$ cat config.mk
export PLATFORM = sky130hd
export DESIGN_NAME = nf10_1g_rx_arbiter
export DESIGN_NICKNAME = d
export VERILOG_FILES = /design/src/rtl/nf10_1g_rx_arbiter_pkg.sv /design/src/rtl/nf10_axis_skid_buf.sv /design/src/rtl/nf10_1g_rx_arbiter.sv
export SDC_FILE = /design/constraint.sdc
export NUM_CORES = 1
export LEC_CHECK = 0
export CAP_MARGIN = 0
export CORE_AREA = 4 4 96 143
export DETAILED_ROUTE_END_ITERATION = 8
export DIE_AREA = 0 0 100 147
export MAX_ROUTING_LAYER = met4
export PLACE_DENSITY_LB_ADDON = 0.3
export SETUP_SLACK_MARGIN = 0.2
export SYNTH_ARGS = -nofsm -noshare
export SYNTH_HDL_FRONTEND = slang
export SYNTH_SLANG_ARGS = --single-unit
$ cat constraint.sdc
create_clock -name axi_aclk -period 2.6 [get_ports axi_aclk]
set_input_delay 0.39 -clock axi_aclk [delete_from_list [all_inputs] [get_ports axi_aclk]]
set_output_delay 0.39 -clock axi_aclk [all_outputs]
set_load 0.02 [all_outputs]
$ cat src/rtl/nf10_1g_rx_arbiter_pkg.sv
// Shared definitions for the 1G rx arbiter: FSM encoding, port-id width and
// the round-robin pick used when both rx ports request at once.
package nf10_1g_rx_arbiter_pkg;

    localparam int PORT_ID_W  = 1;
    // Sideband carried with each beat: tlast, tuser (port id), err.
    localparam int SIDEBAND_W = 2 + PORT_ID_W;

    typedef enum logic [0:0] {
        ST_IDLE = 1'b0,
        ST_PASS = 1'b1
    } arb_state_e;

    function automatic logic [PORT_ID_W-1:0] rr_pick(
        input logic v0,
        input logic v1,
        input logic [PORT_ID_W-1:0] last_grant
    );
        if (v0 && v1) begin
            rr_pick = ~last_grant;
        end else if (v1) begin
            rr_pick = 1'b1;
        end else begin
            rr_pick = 1'b0;
        end
    endfunction

endpackage

$ cat src/rtl/nf10_axis_skid_buf.sv
// Two-entry AXI-Stream register slice: registered outputs and a registered
// upstream ready, so downstream ready never reaches the upstream combinationally.
module nf10_axis_skid_buf #(
    parameter int W = 8
) (
    input  logic         clk_i,
    input  logic         rst_n_i,
    input  logic [W-1:0] s_data_i,
    input  logic         s_valid_i,
    output logic         s_ready_o,
    output logic [W-1:0] m_data_o,
    output logic         m_valid_o,
    input  logic         m_ready_i
);

    logic [W-1:0] main_q, main_d, skid_q, skid_d;
    logic         main_vld_q, main_vld_d, skid_vld_q, skid_vld_d;
    logic         accept_s, pop_s;

    assign accept_s  = s_valid_i && !skid_vld_q;
    assign pop_s     = main_vld_q && m_ready_i;
    assign s_ready_o = !skid_vld_q;
    assign m_data_o  = main_q;
    assign m_valid_o = main_vld_q;

    // Main slot refills from skid first to keep beat order; skid only fills on a stall.
    always_comb begin
        main_d     = main_q;
        main_vld_d = main_vld_q;
        skid_d     = skid_q;
        skid_vld_d = skid_vld_q;
        if (!main_vld_q || pop_s) begin
            if (skid_vld_q) begin
                main_d     = skid_q;
                main_vld_d = 1'b1;
                skid_vld_d = 1'b0;
            end else if (accept_s) begin
                main_d     = s_data_i;
                main_vld_d = 1'b1;
            end else begin
                main_vld_d = 1'b0;
            end
        end else if (accept_s) begin
            skid_d     = s_data_i;
            skid_vld_d = 1'b1;
        end else begin
            skid_vld_d = skid_vld_q;
        end
    end

    // Slice state registers.
    always_ff @(posedge clk_i or negedge rst_n_i) begin
        if (!rst_n_i) begin
            main_q     <= '0;
            skid_q     <= '0;
            main_vld_q <= 1'b0;
            skid_vld_q <= 1'b0;
        end else begin
            main_q     <= main_d;
            skid_q     <= skid_d;
            main_vld_q <= main_vld_d;
            skid_vld_q <= skid_vld_d;
        end
    end

endmodule

$ cat src/rtl/nf10_1g_rx_arbiter.sv
// Packet-granular round-robin merge of the two 1G rx streams onto one stream,
// tagging each packet with its source port and counting completed packets per port.
module nf10_1g_rx_arbiter
    import nf10_1g_rx_arbiter_pkg::*;
#(
    parameter int C_AXIS_DATA_WIDTH = 8,
    parameter int C_CNT_WIDTH       = 32
) (
    input  logic                           axi_aclk,
    input  logic                           axi_resetn,
    input  logic [C_AXIS_DATA_WIDTH-1:0]   s_axis_tdata_0,
    input  logic [C_AXIS_DATA_WIDTH/8-1:0] s_axis_tstrb_0,
    input  logic                           s_axis_tvalid_0,
    output logic                           s_axis_tready_0,
    input  logic                           s_axis_tlast_0,
    input  logic                           s_axis_err_0,
    input  logic [C_AXIS_DATA_WIDTH-1:0]   s_axis_tdata_1,
    input  logic [C_AXIS_DATA_WIDTH/8-1:0] s_axis_tstrb_1,
    input  logic                           s_axis_tvalid_1,
    output logic                           s_axis_tready_1,
    input  logic                           s_axis_tlast_1,
    input  logic                           s_axis_err_1,
    output logic [C_AXIS_DATA_WIDTH-1:0]   m_axis_tdata,
    output logic [C_AXIS_DATA_WIDTH/8-1:0] m_axis_tstrb,
    output logic                           m_axis_tvalid,
    input  logic                           m_axis_tready,
    output logic                           m_axis_tlast,
    output logic                           m_axis_tuser,
    output logic                           m_axis_err,
    output logic [C_CNT_WIDTH-1:0]         pkt_cnt_0,
    output logic [C_CNT_WIDTH-1:0]         pkt_cnt_1
);

    localparam int DW = C_AXIS_DATA_WIDTH;
    localparam int SW = C_AXIS_DATA_WIDTH / 8;
    localparam int PW = DW + SW + SIDEBAND_W;
    localparam logic [C_CNT_WIDTH-1:0] CNT_ONE = {{(C_CNT_WIDTH-1){1'b0}}, 1'b1};

    arb_state_e           state_q;
    logic [PORT_ID_W-1:0] grant_q, last_grant_q;

    logic [DW-1:0] sel_data_s;
    logic [SW-1:0] sel_strb_s;
    logic          sel_valid_s, sel_last_s, sel_err_s;
    logic          in_pass_s, buf_valid_s, buf_ready_s, accept_s, out_hs_s;
    logic [PW-1:0] in_payload_s, out_payload_s;

    // Input mux: the granted port drives the slice for the whole packet.
    always_comb begin
        sel_data_s  = s_axis_tdata_0;
        sel_strb_s  = s_axis_tstrb_0;
        sel_valid_s = s_axis_tvalid_0;
        sel_last_s  = s_axis_tlast_0;
        sel_err_s   = s_axis_err_0;
        if (grant_q == 1'b1) begin
            sel_data_s  = s_axis_tdata_1;
            sel_strb_s  = s_axis_tstrb_1;
            sel_valid_s = s_axis_tvalid_1;
            sel_last_s  = s_axis_tlast_1;
            sel_err_s   = s_axis_err_1;
        end else begin
            sel_data_s  = s_axis_tdata_0;
            sel_strb_s  = s_axis_tstrb_0;
            sel_valid_s = s_axis_tvalid_0;
            sel_last_s  = s_axis_tlast_0;
            sel_err_s   = s_axis_err_0;
        end
    end

    assign in_pass_s       = (state_q == ST_PASS);
    assign buf_valid_s     = in_pass_s && sel_valid_s;
    assign accept_s        = buf_valid_s && buf_ready_s;
    assign s_axis_tready_0 = in_pass_s && (grant_q == 1'b0) && buf_ready_s;
    assign s_axis_tready_1 = in_pass_s && (grant_q == 1'b1) && buf_ready_s;
    assign in_payload_s    = {sel_data_s, sel_strb_s, sel_last_s, grant_q, sel_err_s && sel_last_s};

    // Grant FSM: pick a port in IDLE, hold it until its tlast beat is accepted.
    always_ff @(posedge axi_aclk or negedge axi_resetn) begin
        if (!axi_resetn) begin
            state_q      <= ST_IDLE;
            grant_q      <= 1'b0;
            last_grant_q <= 1'b1;
        end else begin
            case (state_q)
                ST_IDLE: begin
                    if (s_axis_tvalid_0 || s_axis_tvalid_1) begin
                        grant_q      <= rr_pick(s_axis_tvalid_0, s_axis_tvalid_1, last_grant_q);
                        last_grant_q <= rr_pick(s_axis_tvalid_0, s_axis_tvalid_1, last_grant_q);
                        state_q      <= ST_PASS;
                    end else begin
                        state_q <= ST_IDLE;
                    end
                end
                ST_PASS: begin
                    if (accept_s && sel_last_s) begin
                        state_q <= ST_IDLE;
                    end else begin
                        state_q <= ST_PASS;
                    end
                end
                default: state_q <= ST_IDLE;
            endcase
        end
    end

    nf10_axis_skid_buf #(
        .W(PW)
    ) u_skid (
        .clk_i    (axi_aclk),
        .rst_n_i  (axi_resetn),
        .s_data_i (in_payload_s),
        .s_valid_i(buf_valid_s),
        .s_ready_o(buf_ready_s),
        .m_data_o (out_payload_s),
        .m_valid_o(m_axis_tvalid),
        .m_ready_i(m_axis_tready)
    );

    assign m_axis_tdata = out_payload_s[PW-1 -: DW];
    assign m_axis_tstrb = out_payload_s[SIDEBAND_W +: SW];
    assign m_axis_tlast = out_payload_s[2];
    assign m_axis_tuser = out_payload_s[1];
    assign m_axis_err   = out_payload_s[0];
    assign out_hs_s     = m_axis_tvalid && m_axis_tready && m_axis_tlast;

    // Per-port packet counters, bumped when a packet's tlast leaves the block.
    always_ff @(posedge axi_aclk or negedge axi_resetn) begin
        if (!axi_resetn) begin
            pkt_cnt_0 <= '0;
            pkt_cnt_1 <= '0;
        end else if (out_hs_s) begin
            if (m_axis_tuser) begin
                pkt_cnt_1 <= pkt_cnt_1 + CNT_ONE;
            end else begin
                pkt_cnt_0 <= pkt_cnt_0 + CNT_ONE;
            end
        end else begin
            pkt_cnt_0 <= pkt_cnt_0;
            pkt_cnt_1 <= pkt_cnt_1;
        end
    end

endmodule

### Word-level counts from Yosys, hierarchy flattened

Index checks and enable logic that the tools add are counted.

| storage, ports and cells | value |
|---|---|
| flip-flop bits (word level) | 93 |
| bits of input ports | 27 |
| output and inout bits | 79 |
| word-level logic and storage cells | 54 |

| operators by class | value |
|---|---|
| add/subtract/negate cells | 2 |
| mux-type cells | 16 |
| bitwise logic cells | 5 |
| reductions and logical operators | 22 |

Operators with widths:

| cell | count |
|---|---|
| adder 32 x 1 -> 32 bit, second input constant | 2 |
| 2-to-1 mux 12 bit | 2 |
| 2-to-1 mux 1 bit | 12 |
| logical AND 1 bit | 11 |
| AND reduction 2 bit | 5 |
| 2-to-1 mux 8 bit | 1 |
| inverter 1 bit | 5 |
| nonzero test 2 bit | 2 |
| logical NOT 1 bit | 2 |
| logical OR 1 bit | 2 |
| one-hot mux 1 bit (2 select lines) | 1 |

### Logic depth before layout (Yosys ltp)

| logic depth | value |
|---|---|
| word-level depth | 6 |
| depth in mapped cells | 6 |

### Hierarchy

Synthesis repeated with hierarchy kept, for this count alone.

| second synthesis, totals | value |
|---|---|
| cell total of the unflattened synthesis | 370 |
| area total of the unflattened synthesis | 4510.6 sq um |

By module, submodules not included:

| module | times used | cells each | area each (sq um) | seq. area each (sq um) |
|---|---|---|---|---|
| nf10_1g_rx_arbiter | 1 | 297 | 3270.6 | 1677.9 |
| nf10_axis_skid_buf | 1 | 73 | 1239.9 | 650.6 |

### Worst setup path after synthesis

No wires, ideal clock.

| path | value |
|---|---|
| kind | register to register |
| start point | register pkt_cnt_0[0] |
| end point | register pkt_cnt_0[30] |
| arrival | 1846 ps |
| required time | 2520 ps |
| path slack | 674 ps |
| cell stages (with the launch flop) | 7 |
| period minus slack after synthesis | 1926 ps |
| cells stage by stage | dfrtp_1 -> ha_1 -> nand3_1 -> or4_1 -> buf_2 -> nor4_1 -> xor2_1 |

| between the ends | value |
|---|---|
| longest elaborated chain between the ends | 1 |

Ends and longest elaborated chain:

| what | RTL line | text |
|---|---|---|
| start, declared | nf10_1g_rx_arbiter.sv:30 | `output logic [C_CNT_WIDTH-1:0] pkt_cnt_0,` |
| start signal, assigned | nf10_1g_rx_arbiter.sv:135 | `pkt_cnt_0 <= pkt_cnt_0 + CNT_ONE;` |
| start signal, assigned | nf10_1g_rx_arbiter.sv:138 | `pkt_cnt_0 <= pkt_cnt_0;` |
| adder 32 x 1 -> 32 bit | nf10_1g_rx_arbiter.sv:135 |  |

No other way between the ends.
A chain may end at the register's enable or synchronous reset.

### Worst setup path in the final report

| path | value |
|---|---|
| start point | register grant_q |
| end point | output s_axis_tready_1 |

| between the ends | value |
|---|---|
| longest elaborated chain between the ends | 2 |

Ends and longest elaborated chain:

| what | RTL line | text |
|---|---|---|
| start, declared | nf10_1g_rx_arbiter.sv:40 | `logic [PORT_ID_W-1:0] grant_q, last_grant_q;` |
| start signal, assigned | nf10_1g_rx_arbiter.sv:87 | `grant_q <= rr_pick(s_axis_tvalid_0, s_axis_tvalid_1, last_grant_q);` |
| logical AND 1 bit (2 in series) | nf10_1g_rx_arbiter.sv:74 | `assign s_axis_tready_1 = in_pass_s && (grant_q == 1'b1) && buf_ready_s;` |
| end, declared | nf10_1g_rx_arbiter.sv:20 | `output logic s_axis_tready_1,` |

No other way between the ends.

==> summary.md <==
| Metric | Value |
|---|---|
| Final Max Slew Viols | `0` |
| P&R area growth vs syn | `36.7%` |
| Drt total wl | `between 9000 and 10000 um` |
| Critical path class | `reg -> out` |
| Final hold violation count | `0` |
| Yosys warning count | `0` |
| FMAX | `approximately 460 MHz` |
| Post-synthesis compound-gate area fraction | `3.50%` |
| Seq/Total Area, Yosys | `54.3%` |
| Switching fraction of total power | `31.7%` |
| CTS tree | `done` |
| Remaining antenna violation count | `0` |
| R2R Setup Slk | `0.55 ns` |
| Placed insts | `roughly 650` |
| Psw | `roughly 1.5 mW` |
| Startpoint types | `flip-flop` |
| Design Area, Final | `5860 sq um` |
| Reg power frac | `40.6%` |
| Total Neg Setup Slack | `0 ns` |
| Bufs on Longest Clock Path | `2` |
| Post-CTS resize count | `0` |
| Worst Skew | `0.00827 ns` |
| Drc violations | `0` |
| CTS root buf | `clkbuf_16` |
| Die Y | `approximately 150 um` |
| Post-Syn Area | `4290 sq um` |
| Critical Path RT | `roughly 2.2 ns` |
| Pwr dens | `819 nW/um^2` |
| Final setup violation count | `0` |
| Die width | `around 100 um` |
| Hold buffer count at CTS | `0` |
| Simple-Gate Fraction of Synth Area | `19.8%` |
| Pin count of the biggest net entering global routing | `49` |
| Syn_area_per_cell | `10.8 sq um` |
| Max VDD drop | `0.544 mV` |
| DR iter-0 viols | `84` |
| Clock sinks | `93` |
| FF+latch count, synth | `93` |
| Routed vias/inst | `4.91` |
| Cell internal pwr | `about 3.3 mW` |
| Overall via count from detail_route | `3273` |
| Core ar. | `12400 sq um` |
| DR pass1 iterations | `4` |
| Unrepaired setup endpoints after global routing | `no` |
| Endpoint class of the critical path | `output pin` |
| Synth cell types | `36` |
| Placement-stage cell area | `between 5000 and 6000 sq um` |
| GRT Util Overall | `14.4%` |
| Mux contribution to synthesized area | `around 6.8%` |
| Most frequent cells in the layout | `clkdlybuf4s50_1 (104), dfrtp_1 (92), nand2_1 (39)` |
| Clock Latency Late Sink | `0.33 ns` |
| Remaining global-route overflow | `0` |
| # port buffers | `105` |
| Rel. slew slack | `between 50 and 60%` |
| Post-Synth Adder-Cell Area | `less than 1%` |
| Largest family of logic cells by synthesized area | `simple AND/OR/NAND/NOR gates` |
| P_leak | `2.60 nW` |
| Worst hold path class | `in -> async` |
| HPWL Detailed | `7400 um` |
| Syn nets | `around 430` |
| Slew of the pin with the lowest slew margin | `0.601 ns` |
| Htree depth | `3` |
| Gp weighted congestion | `0.793` |
| Max cap viols | `0` |
| Hold Worst Slack | `0.0595 ns` |
| Die area | `14700 sq um` |
| Setup Fix Bufs, Post-CTS | `0` |
| Synthesized netlist cell count | `397` |
| Total CTS buffers | `9` |
| Initial antenna violation count | `0` |
| First-pass GRT wire length | `16800 um` |
| Ant. Diodes | `0` |
| Status | `finished clean` |
| Finished Layout Cells | `667` |
| Post-layout nets | `between 500 and 600` |
| Vias in the first global route | `3337` |
| Ratio of cells with drive above 1 in the final layout | `around a tenth` |
| Post-layout total power | `4.80 mW` |
| Synth Area in XOR/XNOR | `~13%` |
| Clock share of power | `approximately 28%` |
| Final min period | `2.16 ns` |
| Commonest non-fill, non-tap cell in the layout | `clkdlybuf4s50_1` |
| Wire length per cell | `14.7 um` |
| CP Data Arrival Time | `between 1.5 and 2 ns` |
| Gate power share | `31.3%` |
| Ports | `106` |
| Critical Path Fanout Max | `15` |
| Site Rows | `50` |
| Initial Util | `around 34%` |
| Worst-path clk slew | `0.07 ns` |
| Post-route clock period utilization | `83.0%` |
-- path summary, 6_finish.rpt --
| path | start | endpoint | cells after the start |
|---|---|---|---|
| setup / recovery | grant_q | s_axis_tready_1 | 4 |
| hold / removal | axi_resetn | u_skid.skid_q[7] | 1 |
| setup reg to reg | u_skid.m_data_o[1] | pkt_cnt_0[30] | 4 |
| hold reg to reg | pkt_cnt_1[31] | pkt_cnt_1[31] | 1 |
| max in group asynchronous | axi_resetn | pkt_cnt_1[14] | 2 |
| min in group axi_aclk | pkt_cnt_1[31] | pkt_cnt_1[31] | 1 |
-- critical path, stage by stage, from the launching register on --
cell	delay [ns]
dfrtp_1	0.36
buf_4	0.25
inv_1	0.08
nor2_1	0.11
clkdlybuf4s50_1	0.62
-- layout make-up --
class / instances / area (sq um)
fillers: 1149 / 6590
flip-flops and latches: 93 / 2330
multi-input cells: 279 / 1860
repair buffers: 114 / 1130
clock buffers: 11 / 253
well taps: 156 / 195
clock inverters: 5 / 58.8
inverters: 9 / 33.8
-- registers in the layout, summed over array words and instances, names as in the netlist --
| name | flops |
|---|---|
| grant_q | 1 |
| in_pass_s | 1 |
| last_grant_q | 1 |
| pkt_cnt_0 | 32 |
| pkt_cnt_1 | 32 |
| u_skid.m_data_o | 12 |
| u_skid.m_valid_o | 1 |
| u_skid.skid_q | 12 |
| u_skid.skid_vld_q | 1 |
-- cell usage after synthesis --
master    number  area share (%)
xnor2_1       26             5.3
inv_1          9            0.79
and2_1         4            0.58
a21oi_1       13             1.5
xor2_1        36             7.4
o31ai_1        1            0.18
clkbuf_1       7            0.61
a21o_1         1            0.18
nor2_1        26             2.3
nand2b_1       4            0.58
or4_1          1            0.18
buf_1          2            0.18
and4_1         7             1.4
nand4b_1       1            0.20
and3_1         4            0.58
or4_4          1            0.26
nand2_1       39             3.4
nor4_2         2            0.58
or2b_2         1            0.20
ha_1           2            0.58
nor4_1        10             1.5
nor3b_1        2            0.35
o32a_1         1            0.23
and4_2         1            0.23
mux2i_1       11             2.6
nor3_1        18             2.1
o21ai_0       12             1.4
nand3_1       17             2.0
nand4_1       17             2.5
and2_0         1            0.15
dfrtp_1       92              54
mux2_2        16             4.2
and3_2         3            0.53
dfstp_2        1            0.61
and2_2         1            0.18
buf_2          7            0.82
-- kinds of logic (layout without fill, tap and decap cells) --
family,after synthesis,in the layout
muxes,27,27
adders and majority gates,2,2
and+or+nand+nor,160,160
xor gates and xnor gates,62,62
AOI/OAI and AO/OA,28,28
DFF,93,93
buffers and inverters,25,139
-- power by group through the flow --
stage               sequential, mW  combinational (mW)  clock (mW)
floorplan                     2.11               0.735           0
global route                  1.99                1.65        1.46
detailed placement            1.97                1.52           0
CTS                           1.95                1.52        1.40
global placement              1.96                1.50           0
finish                        1.95                1.50        1.35
-- routing by layer --
layer | track usage (%) | wire, um
met3 | 3.71 | 512
met2 | 23.8 | 5020
met5 | - | 0
met4 | 4.32 | 155
met1 | 17.4 | 4130
-- per-stage QoR --
stage | utilization (%) | worst slack (ns)
after floorplan | - | 0.674
after global placement | 44.6 | 0.179
after detailed placement | 44.6 | 0.146
after CTS | 47.1 | 0.410
after global routing | 47.1 | 0.342
final | 47.1 | 0.443
Note: power is estimated with default switching activity, not from simulation.
